$ cat src/rtl/boot_loader_pkg.sv
// Shared types and constants for the UART program loader.
package boot_loader_pkg;

  typedef enum logic [2:0] {
    ST_IDLE   = 3'd0,
    ST_LEN_LO = 3'd1,
    ST_LEN_HI = 3'd2,
    ST_DATA   = 3'd3,
    ST_CSUM   = 3'd4,
    ST_DONE   = 3'd5,
    ST_ERR    = 3'd6
  } loader_state_e;

  localparam logic [7:0] BOOT_HDR    = 8'hA5;
  localparam int         INST_ADDR_W = 32;
  localparam int         INST_DATA_W = 32;

  // Word index to byte address in the instruction ROM.
  function automatic logic [INST_ADDR_W-1:0] wordAddr(input logic [16:0] idx);
    return {13'd0, idx, 2'b00};
  endfunction

endpackage

$ cat src/rtl/boot_word_asm.sv
// Little-endian byte-to-word assembler with running payload checksum.
module boot_word_asm
  import boot_loader_pkg::*;
(
  input  logic                   clk_i,
  input  logic                   rst_ni,
  input  logic                   clear_i,
  input  logic                   byteValid_i,
  input  logic [7:0]             byte_i,
  output logic                   lane3_o,
  output logic [INST_DATA_W-1:0] word_o,
  output logic                   wordWe_o,
  output logic [7:0]             csum_o
);

  logic [1:0]             lane_q;
  logic [23:0]            shift_q;
  logic [INST_DATA_W-1:0] word_q;
  logic                   we_q;
  logic [7:0]             csum_q;

  // word_q only changes on a completed word so the ROM data bus stays stable between strobes.
  always_ff @(posedge clk_i or negedge rst_ni) begin
    if (!rst_ni) begin
      lane_q  <= 2'd0;
      shift_q <= 24'd0;
      word_q  <= '0;
      we_q    <= 1'b0;
      csum_q  <= 8'd0;
    end else begin
      we_q <= 1'b0;
      if (clear_i) begin
        lane_q  <= 2'd0;
        shift_q <= 24'd0;
        csum_q  <= 8'd0;
      end else if (byteValid_i) begin
        csum_q <= csum_q + byte_i;
        lane_q <= lane_q + 2'd1;
        case (lane_q)
          2'd0:    shift_q[7:0]   <= byte_i;
          2'd1:    shift_q[15:8]  <= byte_i;
          2'd2:    shift_q[23:16] <= byte_i;
          default: begin
            word_q <= {byte_i, shift_q};
            we_q   <= 1'b1;
          end
        endcase
      end
    end
  end

  assign lane3_o  = (lane_q == 2'd3);
  assign word_o   = word_q;
  assign wordWe_o = we_q;
  assign csum_o   = csum_q;

endmodule

$ cat src/rtl/boot_loader.sv
// Frame parser that loads instruction ROM from a UART byte stream and gates core start.
module boot_loader
  import boot_loader_pkg::*;
#(
  parameter int         ROM_AW   = 12,
  parameter int         TIMEOUT  = 1000000,
  parameter logic [7:0] HDR_BYTE = BOOT_HDR
) (
  input  logic                   i_Clk,
  input  logic                   i_reset,
  input  logic                   i_rx_valid,
  input  logic [7:0]             i_rx_data,
  output logic                   o_rom_we,
  output logic [INST_ADDR_W-1:0] o_rom_addr,
  output logic [INST_DATA_W-1:0] o_rom_data,
  output logic                   o_cpu_hold,
  output logic                   o_done,
  output logic                   o_err
);

  localparam int          GAP_W     = $clog2(TIMEOUT + 1);
  localparam logic [16:0] MAX_WORDS = 17'(2 ** ROM_AW);

  loader_state_e          state_q;
  logic [7:0]             lenLo_q;
  logic [15:0]            len_q;
  logic [16:0]            index_q;
  logic [GAP_W-1:0]       gap_q;
  logic [INST_ADDR_W-1:0] addr_q;
  logic                   done_q, err_q, hold_q;

  logic                   inFrame, hdrSeen, wordsDone, dataByte, csumByte, timeoutHit;
  logic                   asmLane3, asmWe;
  logic [INST_DATA_W-1:0] asmWord;
  logic [7:0]             asmCsum;
  logic [15:0]            lenNew;

  assign inFrame    = state_q inside {ST_LEN_LO, ST_LEN_HI, ST_DATA, ST_CSUM};
  assign hdrSeen    = i_rx_valid && (i_rx_data == HDR_BYTE) &&
                      (state_q inside {ST_IDLE, ST_DONE, ST_ERR});
  assign wordsDone  = (index_q == {1'b0, len_q});
  assign dataByte   = i_rx_valid && (state_q == ST_DATA) && !wordsDone;
  // A checksum byte that arrives in the strobe cycle of the last word is still judged.
  assign csumByte   = i_rx_valid && ((state_q == ST_CSUM) || ((state_q == ST_DATA) && wordsDone));
  assign timeoutHit = inFrame && !i_rx_valid && (gap_q == GAP_W'(TIMEOUT - 1));
  assign lenNew     = {i_rx_data, lenLo_q};

  boot_word_asm u_asm (
    .clk_i      (i_Clk),
    .rst_ni     (i_reset),
    .clear_i    (hdrSeen),
    .byteValid_i(dataByte),
    .byte_i     (i_rx_data),
    .lane3_o    (asmLane3),
    .word_o     (asmWord),
    .wordWe_o   (asmWe),
    .csum_o     (asmCsum)
  );

  always_ff @(posedge i_Clk or negedge i_reset) begin
    if (!i_reset) begin
      state_q <= ST_IDLE;
      lenLo_q <= 8'd0;
      len_q   <= 16'd0;
      index_q <= 17'd0;
      gap_q   <= '0;
      addr_q  <= '0;
      done_q  <= 1'b0;
      err_q   <= 1'b0;
      hold_q  <= 1'b1;
    end else begin
      if (inFrame && !i_rx_valid) gap_q <= gap_q + GAP_W'(1);
      else                        gap_q <= '0;

      if (timeoutHit) begin
        state_q <= ST_ERR;
        err_q   <= 1'b1;
        hold_q  <= 1'b1;
      end else begin
        case (state_q)
          ST_IDLE, ST_DONE, ST_ERR: begin
            if (hdrSeen) begin
              state_q <= ST_LEN_LO;
              done_q  <= 1'b0;
              err_q   <= 1'b0;
              hold_q  <= 1'b1;
              index_q <= 17'd0;
            end
          end
          ST_LEN_LO: begin
            if (i_rx_valid) begin
              lenLo_q <= i_rx_data;
              state_q <= ST_LEN_HI;
            end
          end
          ST_LEN_HI: begin
            if (i_rx_valid) begin
              len_q <= lenNew;
              if ({1'b0, lenNew} > MAX_WORDS) begin
                state_q <= ST_ERR;
                err_q   <= 1'b1;
              end else if (lenNew == 16'd0) begin
                state_q <= ST_CSUM;
              end else begin
                state_q <= ST_DATA;
              end
            end
          end
          ST_DATA, ST_CSUM: begin
            if (csumByte) begin
              if (i_rx_data == asmCsum) begin
                state_q <= ST_DONE;
                done_q  <= 1'b1;
                hold_q  <= 1'b0;
              end else begin
                state_q <= ST_ERR;
                err_q   <= 1'b1;
              end
            end else if ((state_q == ST_DATA) && wordsDone) begin
              state_q <= ST_CSUM;
            end else if (dataByte && asmLane3) begin
              addr_q  <= wordAddr(index_q);
              index_q <= index_q + 17'd1;
            end
          end
          default: state_q <= ST_IDLE;
        endcase
      end
    end
  end

  assign o_rom_we   = asmWe;
  assign o_rom_addr = addr_q;
  assign o_rom_data = asmWord;
  assign o_cpu_hold = hold_q;
  assign o_done     = done_q;
  assign o_err      = err_q;

endmodule

$ cat config.mk
export PLATFORM = sky130hd
export DESIGN_NAME = boot_loader
export DESIGN_NICKNAME = d
export VERILOG_FILES = /design/src/rtl/boot_loader_pkg.sv /design/src/rtl/boot_word_asm.sv /design/src/rtl/boot_loader.sv
export SDC_FILE = /design/constraint.sdc
export NUM_CORES = 1
export LEC_CHECK = 0
export ABC_AREA = 1
export BUFFER_PORTS_ARGS = -buffer_cell sky130_fd_sc_hd__buf_4
export CORE_AREA = 2 2 117 119
export DETAILED_ROUTE_END_ITERATION = 10
export DIE_AREA = 0 0 119 121
export PLACE_DENSITY = 0.86
export SLEW_MARGIN = 20
export SYNTH_ARGS = -nofsm -noshare
export SYNTH_HDL_FRONTEND = slang
export SYNTH_HIERARCHICAL = 1
export SYNTH_SLANG_ARGS = --single-unit
$ cat constraint.sdc
create_clock -name i_Clk -period 2.15 [get_ports i_Clk]
set_input_delay 0.1075 -clock i_Clk [delete_from_list [all_inputs] [get_ports i_Clk]]
set_output_delay 0.1075 -clock i_Clk [all_outputs]
set_load 0.02 [all_outputs]
[Yosys cells after proc, flatten, opt, wreduce, memory -nomap -nowiden]
Index checks and enable logic that the tools add are counted.
Word-level totals
  RAM bits: 0
  bits in registers: 151
  memories kept: 0
  word-level logic and storage cells: 135
  ROM bits: 0
  latch bits: 0
  bits of input ports: 11
Cells by class
  $lt $le $gt $ge: 1
  multiply operators: 0
  reduce and logical (&&, ||, !) cells: 39
  add/sub/neg operators: 4
  mux-type cells: 43
  bitwise operators: 5
  div/mod/pow operators: 0
  equality and inequality tests: 27
  shifts and indexed selects: 0
Operators by type and width (count)
  $mux W17: 4
  $mux W24: 2
  $mux W8: 5
  $pmux W17 S2: 1
  $mux W3: 8
  $add A20 B1 Y20 const B: 1
  $eq A20 B20 Y1 const B: 1
  $mux W20: 1
  $ne A3 B3 Y1 const B: 6
  $add A17 B1 Y17 const B: 1
  $eq A17 B16 Y1: 1
  $gt A16 B13 Y1 const B: 1
  $logic_not A16 Y1: 1
  $mux W1: 15
  $ne A2 B2 Y1 const B: 6
  $pmux W3 S4: 1
  $reduce_and A6 Y1: 2
  $reduce_and A5 Y1: 2
  $reduce_bool A2 Y1: 5
  $eq A3 B3 Y1 const B: 3
  $logic_and A1 B1 Y1: 9
  $reduce_and A3 Y1: 3
  $add A8 B8 Y8: 1
  $eq A8 B8 Y1: 1
  22 further kinds: 38

[Depth between registers and ports, before layout]
  depth after elaboration: 8
  depth in mapped cells: 14

[By module]
Netlist, hierarchy kept.
By module, submodules not included
  boot_loader: sequential area each 2103.3 sq um, area each 4754.6 sq um, cells an instance 625, instances 1
  boot_word_asm: sequential area each 1676.6 sq um, area each 2912.8 sq um, cells an instance 319, instances 1

[Worst setup path before layout]
No wires, ideal clock.
  path kind: register to register
  start: register index_q[3]
  end: register u_asm.word_q[11], in the netlist u_asm/word_o[11]
  path slack: 0.425 ns
  data required time: 2.073 ns
  arrival time: 1.648 ns
  path buffers: 2
  period minus slack after synthesis: 1.725 ns
  cell stages (with the launch flop): 15
  path through: dfrtp_1 > inv_2 > nand2_1 > nand2_1 > nor2_1 > nand2_1 > nor2_1 > nand3_1 > nand2_1 > inv_1 > nand3_1 > buf_2 > buf_2 > nand2_1 > o21ai_1
Between the ends
  longest elaborated chain between the ends: 4
RTL lines
  start: declaration: line boot_loader.sv:27  | logic [16:0] index_q;
  start signal: assignment: line boot_loader.sv:123  | index_q <= index_q + 17'd1;
  $eq A17 B16 Y1: line boot_loader.sv:41  | assign wordsDone = (index_q == {1'b0, len_q});
  $logic_not A1 Y1: line boot_loader.sv:42  | assign dataByte = i_rx_valid && (state_q == ST_DATA) && !wordsDone;
  $logic_and A1 B1 Y1: line boot_loader.sv:42
  named net dataByte: line boot_loader.sv:32  | logic inFrame, hdrSeen, wordsDone, dataByte, csumByte, timeoutHit;
  $reduce_and A3 Y1 (no line)
  end signal: assignment: line boot_word_asm.sv:44  | word_q <= {byte_i, shift_q};
  end: declaration: line boot_word_asm.sv:18  | logic [INST_DATA_W-1:0] word_q;
The timed path passes the listed nets, and every way through them passes these cells.
A chain may end at the register's enable or synchronous reset.

[Worst setup path in the final report]
  start: register index_q[0]
  end: register state_q[2]
Between the ends
  longest elaborated chain between the ends: 7
  elaborated cells between the ends (all ways): 9
  classes of those cells: eq/ne: 2; mux: 3; reduce/logical: 4
RTL lines
  $eq A17 B16 Y1 (*): line boot_loader.sv:41
  $logic_and A1 B1 Y1 (*): line boot_loader.sv:44, boot_loader.sv:119
  $logic_or A1 B1 Y1: line boot_loader.sv:44  | assign csumByte = i_rx_valid && ((state_q == ST_CSUM) || ((state_q == ST_DATA) && wordsDone));
  $logic_and A1 B1 Y1: line boot_loader.sv:44
  $mux W3: line boot_loader.sv:110  | if (csumByte) begin
  $pmux W3 S4: line boot_loader.sv:80  | case (state_q)
  $mux W3: line boot_loader.sv:75  | if (timeoutHit) begin
  end signal: assignment: line boot_loader.sv:76  | state_q <= ST_ERR;
  end signal: assignment: line boot_loader.sv:83  | state_q <= ST_LEN_LO;
  end signal: assignment: line boot_loader.sv:112  | state_q <= ST_DONE;
  end: declaration: line boot_loader.sv:24  | loader_state_e state_q;
Every way passes the cells marked *; elsewhere a longest branch is shown, timed or not.

==> key figures <==
Status
  – Status: complete, no violations

Layout
  – Final net count: 1,053
  – ANT cells: 0
  – Final Util: 0.6963
  – Area Growth Syn to Fin: 18.83%
  – Post-route cell area: 0.009111 sq mm
  – Fraction of layout cells with a size suffix above 1: 0.1731

Clock tree
  – Clk sinks: 151
  – TritonCTS clock tree: done
  – Reg clk slew, reported paths: about 60 ps
  – Root buf cell: clkbuf_16
  – Skew-Pair Late Insertion Delay: 430 ps
  – H-Tree Level Count: 4
  – Clk buf depth: 2
  – TritonCTS buffer count: 17

Placed design
  – RePlAce Congestion: between 0.8 and 0.9
  – IO buf count: 63
  – DP HPWL: 12.07 mm
  – Placement Cell Area: 0.008346 sq mm

GRT
  – First-pass GRT wire length: 30.39 mm
  – Via count of the first global-routing pass: ~6,300
  – Initial antenna violation count: 0
  – Gr ovfl total: 0
  – Total track usage: 0.2677
  – Pin count of the biggest net entering global routing: 53

Detailed routing
  – Routed len/inst: 15.37 um
  – First-pass DRT Iterations: 6
  – Remaining antenna violation count: 0
  – Routed vias: 6,686
  – Post-route DRC violation count: 0
  – Vias per inst: 5.498
  – DRT iter0 DRCs: 697
  – Total routed wirelength: 18.69 mm

Floorplanning
  – Initial Util: 0.5860
  – Row count: 42
  – Die ar.: 0.01440 sq mm
  – Top Ports: 79
  – Die Width: approximately 120 um
  – Die Y: about 120 um
  – Core Region: 0.01309 sq mm

Timing
  – Min Tclk post-route: 2037 ps
  – Final setup fails: 0
  – Hold slack: ~12 ps
  – Final worst path period share: 0.9475
  – Final Hold Fails: 0
  – Fmax: 490.9 MHz
  – Clk_skew: 11.20 ps
  – Max-slew violations: 0

Synth
  – Yosys reg bits: 151
  – Yosys top cell by area: dfrtp_1
  – Syn Std Cell Area: 0.007667 sq mm
  – Simple-Gate Fraction of Synth Area: 0.2420
  – Post-synthesis mux area share: 0
  – Synth Instances: 944
  – Top-count cell post-synth: nand2_1
  – Post-Synth XOR/XNOR Area: 0.02285
  – Synth Area in Adders: 0.02546
  – Syn. warnings: 6
  – Post-synth EDFFs: 0
  – Prevailing post-synth register cell: dfrtp_1
  – Top post-synthesis cells by area: dfrtp_1, nand2_1, o21ai_0, inv_1, nor2_1
  – Sequential-to-total area share from yosys stat: 0.4930
  – Top cells by count, synth: nand2_1, dfrtp_1, inv_1
  – Compound-cell area share of the yosys netlist: 0.1229
  – Synth top area share: 0.4896
  – Largest family of logic cells by synthesized area: simple AND/OR/NAND/NOR gates
  – Library cells used by synthesis: 45
  – Post-synth ARST share: 1.000
  – Post-Syn Area per Cell: 8.122 sq um

Power
  – Worst vdd rail ir drop: 0.6880 mV
  – Leakage: between 4 and 5 nW
  – Pwr Total: 11.96 mW
  – Pwr dens: 1312 mW/mm^2

Flow run
  – Max_cap viols: 0

Setup path
  – Crit path required time: 2450 ps
  – Crit path kind: reg -> reg
  – CP arrival: ~2300 ps
  – Crit. End Element: register
  – Worst setup SP type: register
  – Max FO, Critical Path: 6

Worst hold path
  – Hold Crit Class: in -> reg
==> cell type report <==
| type | instances | area, sq um |
|---|---|---|
| clock buffers | 18 | 429.2 |
| repair buffers | 87 | 757.0 |
| well taps | 176 | 220.2 |
| clock inverters | 14 | 173.9 |
| fillers | 947 | 3974 |
| flip-flops and latches | 151 | 3781 |
| inverters | 127 | 476.7 |
| multi-input cells | 643 | 3273 |
==> metal layers <==
| metal | GRT usage | up-vias | share of wire |
|---|---|---|---|
| met5 | 0 | - | 0 |
| met4 | 0.1220 | 0 | 0.030 |
| met3 | 0.05780 | 57 | 0.065 |
| met2 | 0.4397 | 288 | 0.50 |
| met1 | 0.3418 | 3189 | 0.41 |
| li1 | - | 3152 | - |
==> cells in the final DEF, fill, tap and decap left out, drive strengths merged <==
master and instances:
a22o 2, buf 81, xor2 13, xnor2 7
or2 5, a31oi 1, nand3b 4, clkinvlp 1
ha 14, dfrtp 150, inv 129, bufinv 3
clkinv 8, o21ai 138, fa 1, dlygate4sd3 5
a21oi 19, dfstp 1, o21a 3, nor2 78
nor3 16, nor3b 3, o211a 1, o211ai 1
nor4 5, o21bai 1, nand4 12, and2 1
a32o 1, clkbuf 19, nand3 40, nand2 262
conb 15
==> report_power, final <==
group	internal [mW]	switching [mW]
Sequential	3.78	0.632
Combinational	1.67	2.82
Clock	1.83	1.22
==> final timing paths <==
check | endpoint | cells past startpoint | slack, ps | start
hold reg to reg | gap_q[0]$_DFF_PN0_ | 1 | 470 | gap_q[0]$_DFF_PN0_
setup / recovery | state_q[2]$_DFFE_PN0P_ | 11 | 110 | index_q[0]$_DFFE_PN0P_
max in group asynchronous | index_q[9]$_DFFE_PN0P_ | 3 | 1290 | i_reset
hold / removal | u_asm/word_o[30]$_DFFE_PN0P_ | 3 | 10 | i_rx_data[6]
min in group asynchronous | o_rom_addr[6]$_DFFE_PN0P_ | 2 | 160 | i_reset
setup reg to reg | state_q[2]$_DFFE_PN0P_ | 11 | 110 | index_q[0]$_DFFE_PN0P_
==> registers in the layout, summed over array words and instances (netlist names) <==
signal,count
gap_q,20
index_q,17
lenLo_q,8
len_q,16
o_cpu_hold,1
o_done,1
o_err,1
o_rom_addr,17
state_q,3
u_asm/csum_o,8
u_asm/lane_q,2
u_asm/shift_q,24
u_asm/wordWe_o,1
u_asm/word_o,32
==> through the flow <==
step	std cells	setup slack (ps)	setup TNS (ps)
after global placement	1175	226.4	0
final	1216	112.8	0
after global routing	1216	-6.595	-6.595
after CTS	1213	47.16	0
after floorplan	958	425.0	0
after detailed placement	1175	162.5	0
==> worst max-delay path, cell delays in order, from the launching register on <==
cell and delay, ps:
dfrtp_1 460, inv_2 60, nand2_1 60, nand2_1 50, nor2_1 140, nand2_1 140, nor2_4 150, nand4_1 230
o211ai_1 160, nand2_1 190, nand2_1 140, o21ai_0 110
==> kinds of logic (layout without fill, tap and decap cells) <==
family | after synthesis | count (layout)
DFF | 151 | 151
buffers and inverters | 164 | 246
adders and majority gates | 15 | 15
AOI/OAI and AO/OA | 167 | 167
other | 1 | 15
and+or+nand+nor | 426 | 426
xor gates and xnor gates | 20 | 20
==> timing repair <==
item / 4_1_cts / 5_1_grt
buffers inserted: 0 / 2
endpoints found under the setup margin: 7 / 70
pin swaps: 0 / 1
endpoints found under the hold margin: 48 / 0
resized for setup: 1 / 14
hold buffers: 5 / 0
cloned: 1 / 1
No activity file was read; power rests on OpenSTA's default activity.
